### config.mk
export PLATFORM = sky130hd
export DESIGN_NAME = crossbar_allocator
export DESIGN_NICKNAME = d
export VERILOG_FILES = /design/src/rtl/crossbar_allocator_pkg.sv /design/src/rtl/crossbar_allocator_rr_arbiter.sv /design/src/rtl/crossbar_allocator.sv
export SDC_FILE = /design/constraint.sdc
export NUM_CORES = 1
export LEC_CHECK = 0
export CORE_ASPECT_RATIO = 0.5
export CORE_MARGIN = 2
export CORE_UTILIZATION = 40
export CTS_BUF_LIST = sky130_fd_sc_hd__clkbuf_8
export DETAILED_ROUTE_END_ITERATION = 6
export PLACE_DENSITY = 0.67
export SYNTH_ARGS = -nofsm -noshare
export SYNTH_HDL_FRONTEND = slang
export SYNTH_SLANG_ARGS = --single-unit
export TNS_END_PERCENT = 20
### constraint.sdc
create_clock -name clk -period 2.6 [get_ports clk]
set_clock_uncertainty 0.05 [all_clocks]
set_input_delay 0.65 -clock clk [delete_from_list [all_inputs] [get_ports clk]]
set_output_delay 0.65 -clock clk [all_outputs]
set_load 0.02 [all_outputs]
### src/rtl/crossbar_allocator_pkg.sv
// Shared allocation types for the crossbar allocator and crossbar_if users.
// Pure type definitions: no latency, no backpressure.
package crossbar_allocator_pkg;
    typedef enum logic {
        IDLE   = 1'b0,
        LOCKED = 1'b1
    } alloc_state_t;
endpackage

### src/rtl/crossbar_allocator_rr_arbiter.sv
// Round-robin pick: first requester strictly after ptr, wrapping N-1 -> 0.
// Combinational, zero latency; no backpressure (pure function of req/ptr).
module crossbar_allocator_rr_arbiter #(
    parameter  int N  = 4,
    localparam int IW = $clog2(N) + (N == 1)
) (
    input  logic [N-1:0]  req,
    input  logic [IW-1:0] ptr,
    output logic [IW-1:0] idx,
    output logic          vld
);
    logic [IW-1:0] cand;

    // Scan farthest-first so the nearest candidate after ptr is the last write.
    always_comb begin
        idx  = '0;
        vld  = 1'b0;
        cand = '0;
        for (int k = N; k >= 1; k--) begin
            cand = IW'((int'(ptr) + k) % N);
            if (req[cand]) begin
                idx = cand;
                vld = 1'b1;
            end
        end
    end
endmodule

### src/rtl/crossbar_allocator.sv
// Per-output round-robin crossbar allocation with packet locking; 1-cycle alloc, then 1 flit/cycle.
// Backpressure: out_ready low or owner valid low stalls the locked output (lock kept).
// CROSSBAR_ALLOC_WATCHDOG_EN adds a per-output stall watchdog that breaks the lock.
module crossbar_allocator
    import crossbar_allocator_pkg::*;
#(
    parameter  int NUM_IN          = 4,
    parameter  int NUM_OUT         = 4,
    parameter  int WATCHDOG_CYCLES = 64,
    localparam int SELECT_SIZE     = $clog2(NUM_IN) + (NUM_IN == 1),
    localparam int DEST_SIZE       = $clog2(NUM_OUT) + (NUM_OUT == 1)
) (
    input  logic                                 clk,
    input  logic                                 rst,
    input  logic [NUM_IN-1:0]                    req_valid,
    input  logic [NUM_IN-1:0][DEST_SIZE-1:0]     req_dest,
    input  logic [NUM_IN-1:0]                    req_last,
    input  logic [NUM_OUT-1:0]                   out_ready,
    output logic [NUM_IN-1:0]                    grant,
    output logic [NUM_OUT-1:0][SELECT_SIZE-1:0]  sel,
    output logic [NUM_OUT-1:0]                   enable,
    output logic [NUM_OUT-1:0]                   wd_err
);
    if (WATCHDOG_CYCLES < 2) begin : g_wd_cfg_check
        $error("WATCHDOG_CYCLES must be at least 2");
    end

    alloc_state_t                     state_q [NUM_OUT];
    alloc_state_t                     state_d [NUM_OUT];
    logic         [SELECT_SIZE-1:0]   owner_q [NUM_OUT];
    logic         [SELECT_SIZE-1:0]   owner_d [NUM_OUT];
    logic         [SELECT_SIZE-1:0]   ptr_q   [NUM_OUT];
    logic         [SELECT_SIZE-1:0]   ptr_d   [NUM_OUT];
    logic         [NUM_IN-1:0]        cand    [NUM_OUT];
    logic         [SELECT_SIZE-1:0]   arb_idx [NUM_OUT];
    logic         [NUM_OUT-1:0]       arb_vld;
    logic         [NUM_OUT-1:0]       fire;

`ifdef CROSSBAR_ALLOC_WATCHDOG_EN
    localparam int WD_W = $clog2(WATCHDOG_CYCLES) + 1;
    logic [WD_W-1:0] wd_cnt_q [NUM_OUT];
    logic [WD_W-1:0] wd_cnt_d [NUM_OUT];
`else
    assign wd_err = '0;
`endif

    for (genvar o = 0; o < NUM_OUT; o++) begin : g_out
        always_comb begin
            cand[o] = '0;
            for (int i = 0; i < NUM_IN; i++) begin
                cand[o][i] = req_valid[i] && (req_dest[i] == DEST_SIZE'(o));
            end
        end

        crossbar_allocator_rr_arbiter #(.N(NUM_IN)) u_arb (
            .req (cand[o]),
            .ptr (ptr_q[o]),
            .idx (arb_idx[o]),
            .vld (arb_vld[o])
        );

        // sel only changes on allocation, so it holds steady through idle bubbles.
        assign sel[o] = (NUM_IN == 1) ? '0 : owner_q[o];

        a_owner_dest_stable: assert property (@(posedge clk) disable iff (rst)
            (state_q[o] == LOCKED && req_valid[owner_q[o]])
                |-> (req_dest[owner_q[o]] == DEST_SIZE'(o)));
    end

    always_comb begin
        grant  = '0;
        enable = '0;
        fire   = '0;
`ifdef CROSSBAR_ALLOC_WATCHDOG_EN
        wd_err = '0;
`endif
        for (int o = 0; o < NUM_OUT; o++) begin
            state_d[o] = state_q[o];
            owner_d[o] = owner_q[o];
            ptr_d[o]   = ptr_q[o];
            fire[o]    = (state_q[o] == LOCKED) && req_valid[owner_q[o]]
                       && (req_dest[owner_q[o]] == DEST_SIZE'(o)) && out_ready[o];
            enable[o]  = fire[o];
            if (fire[o]) begin
                grant[owner_q[o]] = 1'b1;
            end
            case (state_q[o])
                IDLE: begin
                    if (arb_vld[o]) begin
                        owner_d[o] = arb_idx[o];
                        state_d[o] = LOCKED;
                    end
                end
                LOCKED: begin
                    if (fire[o] && req_last[owner_q[o]]) begin
                        state_d[o] = IDLE;
                        ptr_d[o]   = owner_q[o];
                    end
                end
                default: state_d[o] = IDLE;
            endcase
`ifdef CROSSBAR_ALLOC_WATCHDOG_EN
            wd_cnt_d[o] = '0;
            if (state_q[o] == LOCKED && !fire[o]) begin
                if (wd_cnt_q[o] == WD_W'(WATCHDOG_CYCLES - 1)) begin
                    state_d[o] = IDLE;
                    ptr_d[o]   = owner_q[o];
                    wd_err[o]  = 1'b1;
                end else begin
                    wd_cnt_d[o] = wd_cnt_q[o] + 1'b1;
                end
            end
`endif
        end
    end

    always_ff @(posedge clk or posedge rst) begin
        if (rst) begin
            for (int o = 0; o < NUM_OUT; o++) begin
                state_q[o] <= IDLE;
                owner_q[o] <= '0;
                ptr_q[o]   <= SELECT_SIZE'(NUM_IN - 1);
`ifdef CROSSBAR_ALLOC_WATCHDOG_EN
                wd_cnt_q[o] <= '0;
`endif
            end
        end else begin
            for (int o = 0; o < NUM_OUT; o++) begin
                state_q[o] <= state_d[o];
                owner_q[o] <= owner_d[o];
                ptr_q[o]   <= ptr_d[o];
`ifdef CROSSBAR_ALLOC_WATCHDOG_EN
                wd_cnt_q[o] <= wd_cnt_d[o];
`endif
            end
        end
    end
endmodule
==> results of run 1 <==
-- how the worst max path moves through the flow --
stage                  from         to  cells past startpoint
2_1_floorplan   req_dest[2]   grant[1]                      3
3_3_place_gp   req_valid[0]  enable[1]                      5
3_5_place_dp   req_valid[0]  enable[1]                      5
4_1_cts         req_dest[7]   grant[3]                      5
5_1_grt         req_dest[5]   grant[0]                      6
6_report        req_dest[5]   grant[0]                      6
-- registers in the layout, summed over array words and instances (netlist names) --
register	count
state_q	4
ptr_q	8
sel	8
-- power by group --
part / total, W / switching (W) / leakage (nW) / internal [W]
Combinational: 0.00115 / 0.000524 / 0.977 / 0.000628
Sequential: 0.000666 / 0.000184 / 0.217 / 0.000482
Clock: 0.000212 / 0.000109 / 0.0216 / 0.000104
Total: 0.00203 / 0.000817 / 1.22 / 0.00121
-- repair_timing --
| action | CTS | global route |
|---|---|---|
| buffers inserted | 4 | 2 |
| hold buffers | 0 | 0 |
| resized for setup | 79 | 15 |
| pin swaps | 8 | 5 |
| endpoints found under the hold margin | 0 | 0 |
| endpoints found under the setup margin | 8 | 8 |
-- per-stage QoR --
stage	total power (W)	area, um^2	worst slack (ns)	hold WS, ns
global route	0.00215	2790	-0.0699	0.561
CTS	0.00199	2740	-0.0326	0.534
finish	0.00203	2790	-0.0395	0.535
detailed placement	0.00174	2620	-0.862	0.516
global placement	0.00172	2620	-0.757	0.504
floorplan	0.00123	1880	0.134	0.452
-- logic make-up after synthesis --
logic type,Yosys count,share of synthesized area (%)
other,1,0.201
buffers and inverters,25,6.23
flip-flops,20,27.3
multiplexers,17,12.8
AO/OA/AOI/OAI,57,22.5
AND/OR/NAND/NOR,98,31.0
-- per-layer routing --
layer / track usage [%] / part of all wire, %
met4: 9.13 / 1.1
met5: 0 / 0
met2: 42.7 / 49
met1: 32.9 / 45
met3: 3.60 / 4.9
-- layout by cell type, fill, tap and decap left out, drive strengths merged, types with 3 or more instances in the layout --
master	instances
or3	3
nand4	3
nand2	16
or3b	5
a22oi	3
nand4b	3
nand3b	13
mux2	9
dfstp	8
a21boi	4
o221ai	3
a21oi	6
dfrtp	12
nor3	5
buf	67
o21ai	11
clkbuf	5
nor3b	3
and3b	3
and3	4
nand3	11
nand2b	3
inv	6
mux2i	4
a211oi	3
clkdlybuf4s50	14
mux4	4
nor2	16
clkdlybuf4s15	3
dlygate4sd2	8
o31a	3
conb	4
-- area by class of cell --
cell class                 count  area, um^2  area share, %
clock buffer                   3        41.3           1.48
inverter                       6        22.5          0.806
multi-input combinational    176        1360           48.6
sequential                    20         510           18.3
tap                           57        71.3           2.55
timing repair buffer          96         791           28.3
-- worst max-delay path, delay by kind of cell --
| family | cells | cell delay [ns] |
|---|---|---|
| AOI/OAI and AO/OA | 2 | 0.33 |
| and+or+nand+nor | 1 | 0.29 |
| buffers and inverters | 3 | 0.68 |
==> results_dict.tcl, run 1 <==
set metrics [dict create \
    run_status "complete, but fails checks" \
    violations "negative setup slack" \
    drc_errors 0 \
    die_area_um2 5260 \
    leakage_nw 1.22 \
    clock-root-buffer "clkbuf_8" \
    ys_ff_latch 20 \
    syn2layout_area_growth_pct 49.7 \
    rsz0062_at_grt "yes" \
    vias_per_cell 5.98 \
    diodes 0 \
    vias 2142 \
    io_pins 42 \
    timing.rr.end "ptr_q[5]" \
    netlist_top_cells_area "dfrtp_1 16%, dfstp_2 11%, nand3b_1 5.2%, mux4_2 4.8%, mux2_2 4.2%" \
    antenna_found_initial 0 \
    path_common_cell "buf_4" \
    power_density_nw_per_um2 727 \
    rrSetupSlack_ns 0.51 \
    synth-edff-count 0 \
    drive_gt1_share_pct 40.5 \
    grt_pass1_wl_um 10100 \
    worstSetupEndpointType "output pin" \
    io_buffers 37 \
    cts_tree "built" \
    grt_max_degree 21 \
    ys.warnings.count 0 \
    die_h_um 52.3 \
    finalHoldViolations 0 \
    worstPathArrival_ns 1.94 \
    clk_pin_slew_ns 0.08 \
    maxCapViolCount 0 \
    coreArea_um2 4450 \
    slowest_delay_ns 0.31 \
    crit_chain "dlygate4sd2_1, buf_4, nor4bb_1, o21ai_1, o221ai_1, buf_4" \
    yosys.area.top_type "dfrtp_1" \
    die_w_um 101 \
    hpwl_um 4650 \
    worst-path-max-fanout 6 \
    final_cells 358 \
    fill_cells 380 \
    synth.distinct_cells 56 \
    insertion_delay_ns 0.26 \
    min_from "state_q[3]" \
    overflow 0 \
    drt_first_iter_violations 186 \
    synthDominantCellAreaShare_pct 16.1 \
    crit_type "input pin to output pin" \
    ys.flop_type "dfrtp_1" \
    setup_viol 2 \
    start_util_pct 42.0 \
    avgSynthCellArea_um2 8.56 \
    required_ns 1.90 \
    final_nets 325 \
    h-tree-depth 1 \
    syn_area_um2 1870 \
    reg2reg_depth 5 \
    synth_commonest_cells "16 x nand2_1, 16 x nor2_1, 13 x nand3b_1, 12 x dfrtp_1" \
    timing.final.ws_setup_ns -0.0395 \
    ir_drop_v 0.000456 \
    postSynthCellCount 218 \
    ant_nets 0 \
    crit_slowest_cell "dlygate4sd2_1" \
    tns_ns -0.0529 \
    grt_pass1_vias 2121 \
    routed_wl_um 6340 \
    min_to "state_q[3]" \
    async_flop_share_pct 100 \
    clock_sinks 20 \
    ys_seq_area_share_pct 27.3 \
    critPathLaunchType "input pin" \
    drtPass1Iterations 4 \
    max_freq_ghz 0.379 \
    place.gp.congestion 0.879 \
    drv_slew 0 \
    wl_per_cell_um 17.7 \
    final_util_pct 62.8 \
    fin_crit_ns 2.64 \
    fin_crit_sh_pct 102 \
    holdPathStages 2 \
    dp.cells 349 \
    grtUsageTotal_pct 25.1 \
    reg2reg_from "sel[3]" \
    cts.path.max_buffers 2 \
    rows 17 \
    hold_path.class "flop to flop" \
    numCtsBuffers 3 \
]
Power figures use the tool's default switching activity.
==> run 2, diff against run 1 <==
--- a/config.mk
+++ b/config.mk
@@ -10,7 +10,7 @@
 export CORE_UTILIZATION = 40
 export CTS_BUF_LIST = sky130_fd_sc_hd__clkbuf_8
 export DETAILED_ROUTE_END_ITERATION = 6
-export PLACE_DENSITY = 0.67
+export PLACE_DENSITY = 0.66
 export SYNTH_ARGS = -nofsm -noshare
 export SYNTH_HDL_FRONTEND = slang
 export SYNTH_SLANG_ARGS = --single-unit
==> run 2 against run 1 <==
The run still ends with negative setup slack left. Maximum frequency down 0.43%. Setup slack got worse by 0.011 ns. Cell count fell by 2.2%. Combinational power down 8%. Largest cell class unchanged. Clock power about the same.
==> results_dict.tcl, run 2 (synthesis results as in run 1) <==
set metrics [dict create \
    max_freq_ghz 0.377 \
    cts.path.max_buffers 2 \
    drive_gt1_share_pct 36.5 \
    worstPathArrival_ns 1.95 \
    run_status "complete, but fails checks" \
    grt_pass1_wl_um 9620 \
    required_ns 1.90 \
    start_util_pct 42.0 \
    leakage_nw 1.16 \
    cts_hold_buf 0 \
    critPathLaunchType "input pin" \
    antenna_found_initial 0 \
    clock-root-buffer "clkbuf_8" \
    layout_commonest_cell "buf_4" \
    reg2reg_depth 5 \
    fin_crit_sh_pct 102 \
    h-tree-depth 1 \
    drt_first_iter_violations 102 \
    drc_errors 0 \
    io_pins 42 \
    setup_viol 4 \
    place.gp.congestion 0.890 \
    tns_ns -0.131 \
    power_density_nw_per_um2 722 \
    crit_type "input pin to output pin" \
    grt_max_degree 21 \
    hpwl_um 4480 \
    numCtsBuffers 3 \
    diodes 0 \
    worst-path-max-fanout 4 \
    clk_pin_slew_ns 0.07 \
    final_cell_mix "51 x buf_4, 17 x clkdlybuf4s50_1, 16 x nand2_1, 16 x nor2_1, 13 x nand3b_1" \
    die_area_um2 5260 \
    wl_per_cell_um 17.2 \
    die_w_um 101 \
    syn2layout_area_growth_pct 44.3 \
    hold_path.class "flop to flop" \
    holdPathStages 2 \
    coreArea_um2 4450 \
    violations "negative setup slack" \
    rsz0062_at_grt "yes" \
    routed_wl_um 6020 \
    cts_tree "built" \
    maxCapViolCount 0 \
    dpl_worst_slack_ns -0.798 \
    vias_per_cell 5.87 \
    final_nets 317 \
    ant_nets 0 \
    grtUsageTotal_pct 23.7 \
    rows 17 \
    clock_sinks 20 \
    fin_crit_ns 2.65 \
    drtPass1Iterations 4 \
    ir_drop_v 0.000330 \
    finalHoldViolations 0 \
    io_buffers 37 \
    drv_slew 0 \
    timing.final.ws_setup_ns -0.0508 \
    worstSetupEndpointType "output pin" \
    overflow 0 \
    die_h_um 52.3 \
    vias 2055 \
    insertion_delay_ns 0.26 \
    grt_pass1_vias 2000 \
]
[run 2: changes by cell type in the layout (fill, tap and decap cells not counted), moves of 2 or more]
cell / change
buf_4: -10
nand2_2: -2
buf_2: +3
nand2_1: +2
clkdlybuf4s50_1: +3
[run 2: final timing paths]
kind,to,slack [ns],from
max,enable[1],-0.05,req_dest[1]
max reg2reg,ptr_q[4],0.49,sel[3]
min in group asynchronous,state_q[0],0.67,rst
min reg2reg,state_q[3],0.52,state_q[3]
max in group asynchronous,ptr_q[6],1.55,rst
min,state_q[3],0.52,state_q[3]
[run 2: critical path: stages]
cell             delay [ns]
clkdlybuf4s15_2        0.22
or3b_4                 0.41
a2111o_1               0.46
nand3_2                0.09
buf_6                  0.11
[run 2: timing repair]
item,4_1_cts,5_1_grt
cloned,0,1
pin swaps,8,5
gates resized for setup,70,8
buffers inserted,1,0
endpoints found under the setup margin,9,8
[run 2: through the flow]
stage	hold WS (ns)	utilization, %	instances	total power (W)	instance area, um^2
finish	0.515	60.6	350	0.00194	2690
global route	0.565	60.6	350	0.00207	2690
CTS	0.516	60.1	349	0.00193	2670
detailed placement	0.496	58.3	345	0.00170	2590
global placement	0.487	58.3	345	0.00168	2590
floorplan	0.452	-	221	0.00123	1880
[run 2: where the power goes]
| group | switching, W | internal [W] | leakage, nW |
|---|---|---|---|
| clock | 0.000106 | 0.000103 | 0.0216 |
| combinational | 0.000482 | 0.000576 | 0.917 |
| sequential | 0.000195 | 0.000482 | 0.217 |
[run 2: layout make-up]
type                            count  area, um^2
Sequential cell                    20         510
Multi-Input combinational cell    176        1330
Clock buffer                        3        41.3
Inverter                            6        22.5
Timing Repair Buffer               88         722
Fill cell                         394        1750
Tap cell                           57        71.3
[run 2: layer usage]
metal | wire (um) | track usage [%]
met3 | 331 | 5.07
met5 | 0 | 0
met1 | 2800 | 32.0
met2 | 2890 | 39.6
met4 | 0 | 5.02
